### config.mk
export PLATFORM = sky130hd
export DESIGN_NAME = id_ex_stage
export DESIGN_NICKNAME = d
export VERILOG_FILES = /design/src/rtl/pipe_pkg.sv /design/src/rtl/load_use_detect.sv /design/src/rtl/id_ex_stage.sv
export SDC_FILE = /design/constraint.sdc
export NUM_CORES = 1
export LEC_CHECK = 0
export ABC_AREA = 0
export ABC_CLOCK_PERIOD_IN_PS = 2800
export CORE_ASPECT_RATIO = 0.75
export CORE_MARGIN = 2
export CORE_UTILIZATION = 39
export CTS_CLUSTER_SIZE = 24
export DETAILED_ROUTE_END_ITERATION = 6
export HOLD_SLACK_MARGIN = 0.08
export PLACE_DENSITY_LB_ADDON = 0.12
export REMOVE_ABC_BUFFERS = 1
export SLEW_MARGIN = 30
export SYNTH_ARGS = -nofsm -noshare
export SYNTH_HDL_FRONTEND = slang
export SYNTH_SLANG_ARGS = --single-unit
export TNS_END_PERCENT = 20
### constraint.sdc
create_clock -name clk -period 2.8 [get_ports clk]
set_input_delay 0.7 -clock clk [delete_from_list [all_inputs] [get_ports clk]]
set_output_delay 0.7 -clock clk [all_outputs]
set_load 0.1 [all_outputs]
### src/rtl/pipe_pkg.sv
`default_nettype none
// ============================================================================
// Module      : pipe_pkg
// Description : Shared ID/EX types: ALUOp encoding, control bundle and bubble.
// Revision    : 1.0 - initial release
// ============================================================================
package pipe_pkg;

   typedef enum logic [1:0] {
      ALU_LS = 2'b00,
      ALU_BR = 2'b01,
      ALU_RI = 2'b10,
      ALU_JL = 2'b11
   } alu_op_t;

   // Field order matches the id_ctrl bus, MSB first.
   typedef struct packed {
      logic alusrc;
      logic memread;
      logic memwrite;
      logic regwrite;
      logic memtoreg;
      logic branch;
      logic jump;
   } ctrl_t;

   localparam ctrl_t CTRL_NOP = '0;

endpackage
`default_nettype wire

### src/rtl/load_use_detect.sv
`default_nettype none
// ============================================================================
// Module      : load_use_detect
// Description : Combinational load-use hazard detection between EX and ID.
// Revision    : 1.0 - initial release
// ============================================================================
module load_use_detect
   import pipe_pkg::*;
#(
   parameter int RA_W = 5
) (
   input  logic            ex_valid,
   input  logic            ex_memread,
   input  logic [RA_W-1:0] ex_rd,
   input  logic            id_valid,
   input  logic            id_use_rs1,
   input  logic [RA_W-1:0] id_rs1,
   input  logic            id_use_rs2,
   input  logic [RA_W-1:0] id_rs2,
   output logic            load_use
);

   logic w_rd_nonzero;
   logic w_hit_rs1;
   logic w_hit_rs2;

   // x0 is hard-wired zero, so a load targeting it never creates a dependency.
   assign w_rd_nonzero = (ex_rd != '0);
   assign w_hit_rs1    = id_use_rs1 & (id_rs1 == ex_rd);
   assign w_hit_rs2    = id_use_rs2 & (id_rs2 == ex_rd);

   assign load_use = ex_valid & ex_memread & w_rd_nonzero & id_valid
                   & (w_hit_rs1 | w_hit_rs2);

endmodule
`default_nettype wire

### src/rtl/id_ex_stage.sv
`default_nettype none
// ============================================================================
// Module      : id_ex_stage
// Description : ID/EX pipeline register with load-use stall, flush, hold and
//               saturating bubble/flush performance counters.
// Revision    : 1.0 - initial release
// ============================================================================
module id_ex_stage
   import pipe_pkg::*;
#(
   parameter int XLEN  = 32,
   parameter int RA_W  = 5,
   parameter int CNT_W = 16
) (
   input  logic             clk,
   input  logic             reset,
   input  logic             id_valid,
   input  logic [XLEN-1:0]  id_pc,
   input  logic [XLEN-1:0]  id_rd1,
   input  logic [XLEN-1:0]  id_rd2,
   input  logic [XLEN-1:0]  id_imm,
   input  logic [RA_W-1:0]  id_rs1,
   input  logic [RA_W-1:0]  id_rs2,
   input  logic [RA_W-1:0]  id_rd,
   input  logic             id_use_rs1,
   input  logic             id_use_rs2,
   input  logic [1:0]       id_aluop,
   input  logic [6:0]       id_funct7,
   input  logic [2:0]       id_funct3,
   input  logic [6:0]       id_ctrl,
   input  logic             hold,
   input  logic             flush,
   output logic             stall,
   output logic             ex_valid,
   output logic [XLEN-1:0]  ex_pc,
   output logic [XLEN-1:0]  ex_rd1,
   output logic [XLEN-1:0]  ex_rd2,
   output logic [XLEN-1:0]  ex_imm,
   output logic [RA_W-1:0]  ex_rs1,
   output logic [RA_W-1:0]  ex_rs2,
   output logic [RA_W-1:0]  ex_rd,
   output logic [1:0]       ex_aluop,
   output logic [6:0]       ex_funct7,
   output logic [2:0]       ex_funct3,
   output logic [6:0]       ex_ctrl,
   output logic [CNT_W-1:0] bubble_cnt,
   output logic [CNT_W-1:0] flush_cnt
);

   localparam logic [CNT_W-1:0] CNT_ONE = {{(CNT_W-1){1'b0}}, 1'b1};

   logic             r_valid;
   logic [XLEN-1:0]  r_pc;
   logic [XLEN-1:0]  r_rd1;
   logic [XLEN-1:0]  r_rd2;
   logic [XLEN-1:0]  r_imm;
   logic [RA_W-1:0]  r_rs1;
   logic [RA_W-1:0]  r_rs2;
   logic [RA_W-1:0]  r_rd;
   alu_op_t          r_aluop;
   logic [6:0]       r_funct7;
   logic [2:0]       r_funct3;
   ctrl_t            r_ctrl;
   logic [CNT_W-1:0] r_bubble_cnt;
   logic [CNT_W-1:0] r_flush_cnt;

   logic             w_load_use;
   logic             w_bubble;

   load_use_detect #(
      .RA_W (RA_W)
   ) u_load_use_detect (
      .ex_valid   (r_valid),
      .ex_memread (r_ctrl.memread),
      .ex_rd      (r_rd),
      .id_valid   (id_valid),
      .id_use_rs1 (id_use_rs1),
      .id_rs1     (id_rs1),
      .id_use_rs2 (id_use_rs2),
      .id_rs2     (id_rs2),
      .load_use   (w_load_use)
   );

   // A flush already kills the ID instruction, and a hold freezes everything,
   // so neither case needs the front end to re-present it.
   assign stall    = w_load_use & ~flush & ~hold;
   assign w_bubble = flush | w_load_use;

   always_ff @(posedge clk) begin
      if (!reset) begin
         r_valid      <= 1'b0;
         r_pc         <= '0;
         r_rd1        <= '0;
         r_rd2        <= '0;
         r_imm        <= '0;
         r_rs1        <= '0;
         r_rs2        <= '0;
         r_rd         <= '0;
         r_aluop      <= ALU_LS;
         r_funct7     <= '0;
         r_funct3     <= '0;
         r_ctrl       <= CTRL_NOP;
         r_bubble_cnt <= '0;
         r_flush_cnt  <= '0;
      end else if (!hold) begin
         if (w_bubble) begin
            r_valid  <= 1'b0;
            r_pc     <= '0;
            r_rd1    <= '0;
            r_rd2    <= '0;
            r_imm    <= '0;
            r_rs1    <= '0;
            r_rs2    <= '0;
            r_rd     <= '0;
            r_aluop  <= ALU_LS;
            r_funct7 <= '0;
            r_funct3 <= '0;
            r_ctrl   <= CTRL_NOP;
            if (flush) begin
               if (r_flush_cnt != '1) r_flush_cnt <= r_flush_cnt + CNT_ONE;
            end else begin
               if (r_bubble_cnt != '1) r_bubble_cnt <= r_bubble_cnt + CNT_ONE;
            end
         end else begin
            r_valid  <= id_valid;
            r_pc     <= id_pc;
            r_rd1    <= id_rd1;
            r_rd2    <= id_rd2;
            r_imm    <= id_imm;
            r_rs1    <= id_rs1;
            r_rs2    <= id_rs2;
            r_rd     <= id_rd;
            r_aluop  <= alu_op_t'(id_aluop);
            r_funct7 <= id_funct7;
            r_funct3 <= id_funct3;
            r_ctrl   <= id_valid ? ctrl_t'(id_ctrl) : CTRL_NOP;
         end
      end
   end

   assign ex_valid   = r_valid;
   assign ex_pc      = r_pc;
   assign ex_rd1     = r_rd1;
   assign ex_rd2     = r_rd2;
   assign ex_imm     = r_imm;
   assign ex_rs1     = r_rs1;
   assign ex_rs2     = r_rs2;
   assign ex_rd      = r_rd;
   assign ex_aluop   = r_aluop;
   assign ex_funct7  = r_funct7;
   assign ex_funct3  = r_funct3;
   assign ex_ctrl    = r_ctrl;
   assign bubble_cnt = r_bubble_cnt;
   assign flush_cnt  = r_flush_cnt;

endmodule
`default_nettype wire

# Yosys cells after proc, flatten, opt, wreduce, memory -nomap -nowiden
# Index checks and enable logic that the tools add are counted.
[word_totals]
inputBits = 169
ff_bits = 195
[classes]
addsub = 2
bitwise_logic = 12
n_mux = 13
n_reduce_logical = 3
eq_ne = 4
[op_table]
columns = ["operator", "count"]
rows = [
  ["$mux W32", 4],
  ["$add A16 B1 Y16 const B", 2],
  ["$ne A16 B16 Y1 const B", 2],
  ["$mux W7", 3],
  ["$mux W5", 3],
  ["$eq A5 B5 Y1", 2],
  ["$and A1 B1 Y1", 8],
  ["$reduce_and A4 Y1", 2],
  ["$reduce_bool A5 Y1", 1],
  ["$mux W3", 1],
  ["$mux W2", 1],
  ["$not A1 Y1", 2],
  ["$or A1 B1 Y1", 2],
  ["$mux W1", 1],
]

# Logic depth before layout (Yosys ltp)
# Gate-level depths: netlist of the first run.
[depth]
depth_word = 6
mapped_depth = 8
depth_no_buf = 6

# Modules after synthesis
# From an unflattened synthesis of the first run, not the netlist that was laid out.
[unflattened]
hier_cells = 760
hier_area_um2 = 7108.1
[modules_own_cells]
columns = ["module", "instances", "cells_each", "area_per_inst_um2"]
rows = [
  ["id_ex_stage", 1, 743, 6976.7],
  ["load_use_detect", 1, 17, 131.4],
]

# Worst setup path after synthesis of the first run
# OpenSTA, ideal clock, no wires.
[synth_timing]
path_type = "register to output"
startpoint = "register r_rd[3] (netlist: ex_rd[3])"
endpoint = "output stall"
path_stages_with_launch = 7
n_path_buf = 2
path_slack_ps = -1153
t_arrival_ps = 3253
path_cell_list = "dfxtp_1 xor2_1 nor4_1 a32oi_1 clkbuf_1 clkbuf_1 nor2_1"
[synth_between]
elab_chain_len = 6
word_cells_on_any_way = 11
classes_between = "eq/ne (2); bitwise (8); reduce/logical (1)"
[synth_rtl]
columns = ["item", "line", "source"]
rows = [
  ["start: declaration", "id_ex_stage.sv:59", "logic [RA_W-1:0] r_rd;"],
  ["start signal: assignment", "id_ex_stage.sv:132", "r_rd <= id_rd;"],
  ["$eq A5 B5 Y1 (tied with other cells)", "load_use_detect.sv:29", "assign w_hit_rs1 = id_use_rs1 & (id_rs1 == ex_rd);"],
  ["$and A1 B1 Y1 (on tied branches)", "load_use_detect.sv:29, load_use_detect.sv:30, load_use_detect.sv:32", ""],
  ["$or A1 B1 Y1 / $and A1 B1 Y1 (equally long branches)", "load_use_detect.sv:33, load_use_detect.sv:32", ""],
  ["$and A1 B1 Y1 *", "load_use_detect.sv:33", "& (w_hit_rs1 | w_hit_rs2);"],
  ["$and A1 B1 Y1 * (2 in series)", "id_ex_stage.sv:86", "assign stall = w_load_use & ~flush & ~hold;"],
  ["end: declaration", "id_ex_stage.sv:33", "output logic stall,"],
]
# Mark *: on every way between the ends. The rest lies on a longest branch, timed or not.

# Worst setup path in the final report of the first run
[layout_timing]
startpoint = "input id_valid"
endpoint = "output stall"
[layout_between]
elab_chain_len = 4
[layout_rtl]
columns = ["item", "line", "source"]
rows = [
  ["start: declaration", "id_ex_stage.sv:17", "input logic id_valid,"],
  ["$and A1 B1 Y1", "load_use_detect.sv:32", "assign load_use = ex_valid & ex_memread & w_rd_nonzero & id_valid"],
  ["$and A1 B1 Y1", "load_use_detect.sv:33", ""],
  ["$and A1 B1 Y1 (2 in series)", "id_ex_stage.sv:86", ""],
]
# Every way passes these cells.

==> results of run 1 <==
[repair_timing]
action                     4_1_cts  5_1_grt
setup buffers                    3        0
resized for setup                7        1
setup endpoints to repair        1        1
pin swaps                        4        3
[kinds of logic after synthesis]
kind of cell / after synthesis
buffers and inverters: 49
multiplexers: 15
AO/OA/AOI/OAI: 188
AND/OR/NAND/NOR: 114
flip-flops: 195
adder cells (fa/ha/maj): 2
XOR/XNOR: 18
[critical path, stage by stage]
cell             delay (ps)
clkdlybuf4s50_1         490
nand3_1                 110
o21ba_2                 270
nand2_1                  80
nor2_1                  190
buf_12                  210
[per-layer routing]
metal | share of wire, % | global-route usage (%)
met1 | 42 | 27.5
met5 | 0 | 0
met4 | 2.2 | 8.77
met2 | 49 | 38.7
met3 | 7.1 | 6.63
[placed cells by master, fill, tap and decap left out, types with 8 or more instances in the layout]
cell type,n
xnor2_1,10
nand2_1,22
mux2i_1,15
dfxtp_1,195
buf_4,212
xor2_1,8
a22o_1,156
clkbuf_16,17
nand3_1,16
and2_1,11
clkdlybuf4s50_1,160
nor4_1,11
nand2b_1,15
[report_power, final]
group	internal (mW)	switching, mW	total (mW)
clock	1.22	1.13	2.35
sequential	2.87	0.0598	2.93
combinational	0.422	0.875	1.30
total	4.51	2.07	6.57
[registers in the layout, indices dropped and copies added (netlist names), 3 cells and up]
register,flops
ex_rd1,32
ex_imm,32
ex_rs1,5
ex_funct7,7
ex_rd,5
ex_rd2,32
flush_cnt,16
ex_funct3,3
ex_ctrl,7
bubble_cnt,16
ex_rs2,5
ex_pc,32
[final cells by class]
class,count,area [um^2],share of cell area [%]
inverters,1,3.75,0.0349
well taps,215,269,2.50
clock buffers,19,453,4.21
clock inverters,13,119,1.10
multi-input cells,337,2620,24.4
flip-flops and latches,195,3900,36.3
repair buffers,386,3390,31.5
[worst paths after layout]
path / startpoint / end / slack, ps
max: id_valid / stall / 60
min: ex_ctrl[6] / ex_ctrl[6] / 470
max reg2reg: ex_rd[1] / ex_pc[4] / 260
min reg2reg: ex_ctrl[6] / ex_ctrl[6] / 470
[per-stage QoR]
stage | util [%] | setup TNS [ps] | std cells | total power, mW
final | 63.7 | 0 | 1166 | 6.57
after global routing | 63.7 | 0 | 1166 | 6.79
after CTS | 63.7 | 0 | 1166 | 6.62
after detailed placement | 60.3 | -16820 | 1131 | 4.29
after global placement | 60.3 | -9700 | 1131 | 4.27
after floorplan | - | -469570 | 533 | 3.80
==> summary.md, run 1 <==
| Metric | Value |
|---|---|
| CTS sink cnt | `195` |
| XOR/XNOR share of the synthesized area | `under 10%` |
| Hold slack final | `472 ps` |
| CP Data Required Time | `2100 ps` |
| Final setup viols | `0` |
| Status | `complete, no violations` |
| Final non-filler cell area | `10,800 um^2` |
| Synth top cells by count | `dfxtp_1, a22o_1, clkbuf_1` |
| Share of Yosys cell area claimed by the top area cell type | `57.7%` |
| Vias in the first global route | `6,019` |
| Die height | `118 um` |
| Post-synth ARST share | `0%` |
| Pre-CTS setup slack | `-171 ps` |
| Post-synth EDFFs | `0` |
| # rows | `41` |
| Final worst path period share | `98.0%` |
| Placer Congestion | `roughly 0.8` |
| Worst path arrival time | `2040 ps` |
| Crit end category | `primary output` |
| Vias per cell | `5.16` |
| Total die area | `about 18,000 um^2` |
| Yosys warning count | `0` |
| Top cells by area, synth | `dfxtp_1, a22o_1, mux2i_1, clkbuf_1, nand2b_1` |
| Top-count cell post-synth | `dfxtp_1` |
| TritonRoute pass-1 iters | `4` |
| Clock Skew | `13.8 ps` |
| Worst min path class | `flop to flop` |
| R2R depth | `9` |
| Total CTS buffers | `17` |
| First-pass GRT wire length | `33,100 um` |
| Max_cap viols | `0` |
| Yosys reg bits | `195` |
| Critical Path Source Type | `primary input` |
| Synthesized area | `6760 um^2` |
| Slew HR | `64.6%` |
| Simple-gate area share of the yosys netlist | `9.58%` |
| Largest net degree at the start of global routing | `95` |
| Die width | `156 um` |
| CTS tree | `yes` |
| Mux cell area share after synthesis | `2.22%` |
| I/O pin cnt | `365` |
| Cell Pwr Density | `611 nW/um^2` |
| Starting Density | `40.1%` |
| Main combinational cell family by area after synthesis | `compound AO/OA/AOI/OAI gates` |
| Drt initial violations | `418` |
| H-tree depth | `4` |
| Post-route ant nets | `0` |
| Placed cell areas | `10,200 um^2` |
| Hold_buf cts | `0` |
| Port Buffers | `364` |
| Fraction of layout cells with a size suffix above 1 | `a little over a quarter` |
| Worst-path clk slew | `70 ps` |
| Syn Area/Cell | `11.6 um^2` |
| DRT Wirelength | `21,600 um` |
| Post-synth top area cell | `dfxtp_1` |
| Peak supply drop | `about 0.00036 V` |
| Leak | `4.61 nW` |
| Max-slew violations | `0` |
| NumNets Final | `1,109` |
| Vias | `6,022` |
| Antenna violations before repair | `0` |
| Synth Area in Compound Gates | `24.1%` |
| Synthesized netlist cell count | `approximately 580` |
| Later-pin clock latency in the skew report | `430 ps` |
| Wire length per cell | `18.6 um` |
| # DRC | `0` |
| Hold depth | `1` |
| Post-synth cell types | `41` |
| RSZ-0062 raised after global routing | `no` |
| CTS root buf | `clkbuf_16` |
| Hpwl dp | `approximately 16,000 um` |
| Synth Flop Type | `dfxtp_1` |
| Hold Violations, Final | `0` |
| Area delta synth->final | `59.1%` |
| Register area share after synthesis | `57.7%` |
| Core area | `16,900 um^2` |
| Critical path class | `primary input to primary output` |
| Post-Synth Adder-Cell Area | `less than 1%` |
| Fmax | `365 MHz` |
| PnR worst setup slack | `~57 ps` |
| GRT Total Usage | `~23%` |
| N_diodes | `0` |
| Total congestion overflow | `0` |
| Slew of the pin with the lowest slew margin | `around 530 ps` |
| Fin crit period | `2740 ps` |
| Clk buf depth | `2` |
| Worst-path fanout max | `2` |
| Fill count | `approximately 1.4k` |
No activity file was read; power rests on OpenSTA's default activity.
==> run 2, diff against run 1 <==
--- a/config.mk
+++ b/config.mk
@@ -7,15 +7,15 @@
 export LEC_CHECK = 0
 export ABC_AREA = 0
 export ABC_CLOCK_PERIOD_IN_PS = 2800
-export CORE_ASPECT_RATIO = 0.75
-export CORE_MARGIN = 2
-export CORE_UTILIZATION = 39
+export CORE_AREA = 2 2 140 142
 export CTS_CLUSTER_SIZE = 24
 export DETAILED_ROUTE_END_ITERATION = 6
+export DIE_AREA = 0 0 142 144
+export DONT_BUFFER_PORTS = 1
 export HOLD_SLACK_MARGIN = 0.08
 export PLACE_DENSITY_LB_ADDON = 0.12
 export REMOVE_ABC_BUFFERS = 1
-export SLEW_MARGIN = 30
+export SLEW_MARGIN = 20
 export SYNTH_ARGS = -nofsm -noshare
 export SYNTH_HDL_FRONTEND = slang
 export SYNTH_SLANG_ARGS = --single-unit
==> run 2 against run 1 <==
  * Design area decreased by 16%
  * Die area increased by 11%
  * Largest cell class unchanged
  * Critical endpoint unchanged
  * Largest power group unchanged
  * Flip-flop and latch count unchanged
  * Utilization decreased by 16 points
==> summary.md, run 2 (same netlist as run 1, synthesis figures left out) <==
| Metric | Value |
|---|---|
| Status | `complete, no violations` |
| Max-slew violations | `0 (unchanged)` |
| Fill count | `1,780 (+30%)` |
| R2R depth | `7 (-2)` |
| Leak | `3.89 nW (-16%)` |
| Placer Congestion | `0.809 (-0.98%)` |
| Multi-input gate area | `2650 um^2 (+0.86%)` |
| RSZ-0062 raised after global routing | `no` |
| Hpwl dp | `14,900 um (-7.0%)` |
| Pwr Total | `6.33 mW (-3.7%)` |
| Vias | `5,404 (-10%)` |
| CTS tree | `yes` |
| Slew of the pin with the lowest slew margin | `836 ps (+308 ps)` |
| Fin crit period | `2690 ps (-57.2 ps)` |
| Cell Pwr Density | `699 nW/um^2 (+14%)` |
| TritonRoute pass-1 iters | `4 (unchanged)` |
| Most common cell after layout, fill and taps aside | `buf_4` |
| Final setup viols | `0 (unchanged)` |
| End-of-flow core utilization | `47.5% (-16 points)` |
| Critical Path Source Type | `flop` |
| Hold slack final | `395 ps (-76.8 ps)` |
| Grt met1 use | `22.3% (-5.2 points)` |
| Die width | `142 um (-9.0%)` |
| Reg2reg setup slack | `320 ps (+60 ps)` |
| Post-route ant nets | `0 (unchanged)` |
| Crit end category | `primary output` |
| Busiest grt layer | `met2` |
| Wire length per cell | `20.1 um (+8.4%)` |
| Max_cap viols | `0 (unchanged)` |
| Largest net degree at the start of global routing | `109 (+15%)` |
| NumNets Final | `931 (-16%)` |
| Fraction of layout cells with a size suffix above 1 | `31.9% (+5.3 points)` |
| Total die area | `20,400 um^2 (+11%)` |
| Final worst path period share | `95.9% (-2.0 points)` |
| Slew HR | `44.1% (-21 points)` |
| Die height | `144 um (+22%)` |
| Area delta synth->final | `33.9%` |
| Hold Violations, Final | `0 (unchanged)` |
| Launching point of the worst reg2reg path | `ex_rd[3]` |
| Total CTS buffers | `17 (unchanged)` |
| Vias in the first global route | `5,363 (-11%)` |
| CTS root buf | `clkbuf_16` |
| CTS sink cnt | `195 (unchanged)` |
| Met3 Usage GRT | `6.95% (+0.33 points)` |
| Critical path launch point | `ex_rd[3]` |
| I/O pin cnt | `365 (unchanged)` |
| Drt initial violations | `282 (-33%)` |
| Worst path arrival time | `1990 ps (-50 ps)` |
| Total congestion overflow | `0 (unchanged)` |
| Starting Density | `35.4% (-4.6 points)` |
| Met2 usage | `31.9% (-6.8 points)` |
| DRT Wirelength | `20,300 um (-6.1%)` |
| Critical path class | `flop to primary output` |
| Worst-path fanout max | `5 (+3)` |
| Later-pin clock latency in the skew report | `430 ps (about the same)` |
| Fmax | `372 MHz (+2.1%)` |
| Most frequent cells in the layout | `buf_4, dfxtp_1, a22o_1` |
| Hold_buf cts | `0 (unchanged)` |
| Worst-path clk slew | `80 ps (about the same)` |
| H-tree depth | `4 (unchanged)` |
| GRT Total Usage | `18.8% (-4.1 points)` |
| Antenna violations before repair | `0 (unchanged)` |
| Peak supply drop | `0.000397 V (+9.4%)` |
| First-pass GRT wire length | `29,700 um (-10%)` |
| Vias per cell | `5.35 (+3.6%)` |
| Clock Skew | `13.5 ps (-0.333 ps)` |
| RR Endpoint | `ex_rd2[6]` |
| Worst min path class | `primary input to flop` |
| N_diodes | `0 (unchanged)` |
| Setup TNS | `0 ps (unchanged)` |
| Port Buffers | `0 (-100%)` |
| Clk buf depth | `2 (unchanged)` |
| CP endpoint | `stall` |
| Core area | `19,100 um^2 (+13%)` |
| # rows | `51 (+24%)` |
| Register area | `3900 um^2 (unchanged)` |
| # DRC | `0 (unchanged)` |
| CP Data Required Time | `2100 ps (about the same)` |
[run 2: cell types whose count changed in the layout (fill, tap and decap cells not counted), sizes merged, moves of 2 or more]
cell / previous run / this run
buf: 218 / 208
clkdlybuf4s50: 160 / 0
dlygate4sd2: 7 / 0
clkinvlp: 3 / 1
[run 2: how the worst min path moves through the flow]
stage	slack, ps	endpoint	from	cells past startpoint
after CTS	380	flush_cnt[4]	reset	1
after floorplan	820	flush_cnt[4]	reset	1
final	390	ex_rd2[20]	id_rd2[20]	1
after global routing	370	bubble_cnt[15]	reset	1
after detailed placement	460	ex_ctrl[2]	ex_ctrl[2]	1
after global placement	450	ex_ctrl[3]	ex_ctrl[3]	1
[run 2: cell type report]
cell class / count / share of cell area [%]
clock buffer: 20 / 5.15
clock inverter: 11 / 1.24
inverter: 1 / 0.0415
multi-input combinational: 337 / 29.2
sequential: 195 / 43.1
tap: 238 / 3.29
timing repair buffer: 208 / 17.9
[run 2: worst max-delay path: stages, from the launching register on]
cell     delay [ps]
dfxtp_1         370
xor2_1          190
nor4_2          350
a32oi_2         230
nor2_2          220
buf_12          200
[run 2: power breakdown]
| part | leakage [nW] | switching (mW) | internal, mW |
|---|---|---|---|
| logic | 2.02 | 0.843 | 0.216 |
| clock network | 0.284 | 1.13 | 1.25 |
| registers | 1.59 | 0.0352 | 2.86 |
[run 2: per-stage QoR]
step                      area [um^2]  std cells  worst slack (ps)
after floorplan                  6520        533             -2870
after global placement           8420        975               194
after detailed placement         8420        975               127
after CTS                        9020       1006              36.7
after global routing             9050       1010             0.854
final                            9050       1010               114
[run 2: timing repair]
action,CTS,global route
resized for setup,2,1
cloned,0,0
buffers inserted,0,4
endpoints found under the setup margin,1,1
pin swaps,0,1
[run 2: routing by layer]
| metal | routed length, um | part of all wire [%] |
|---|---|---|
| met1 | 8000 | 39 |
| met2 | 10300 | 51 |
| met3 | 1750 | 8.6 |
| met4 | 223 | 1.1 |
| met5 | 0 | 0 |
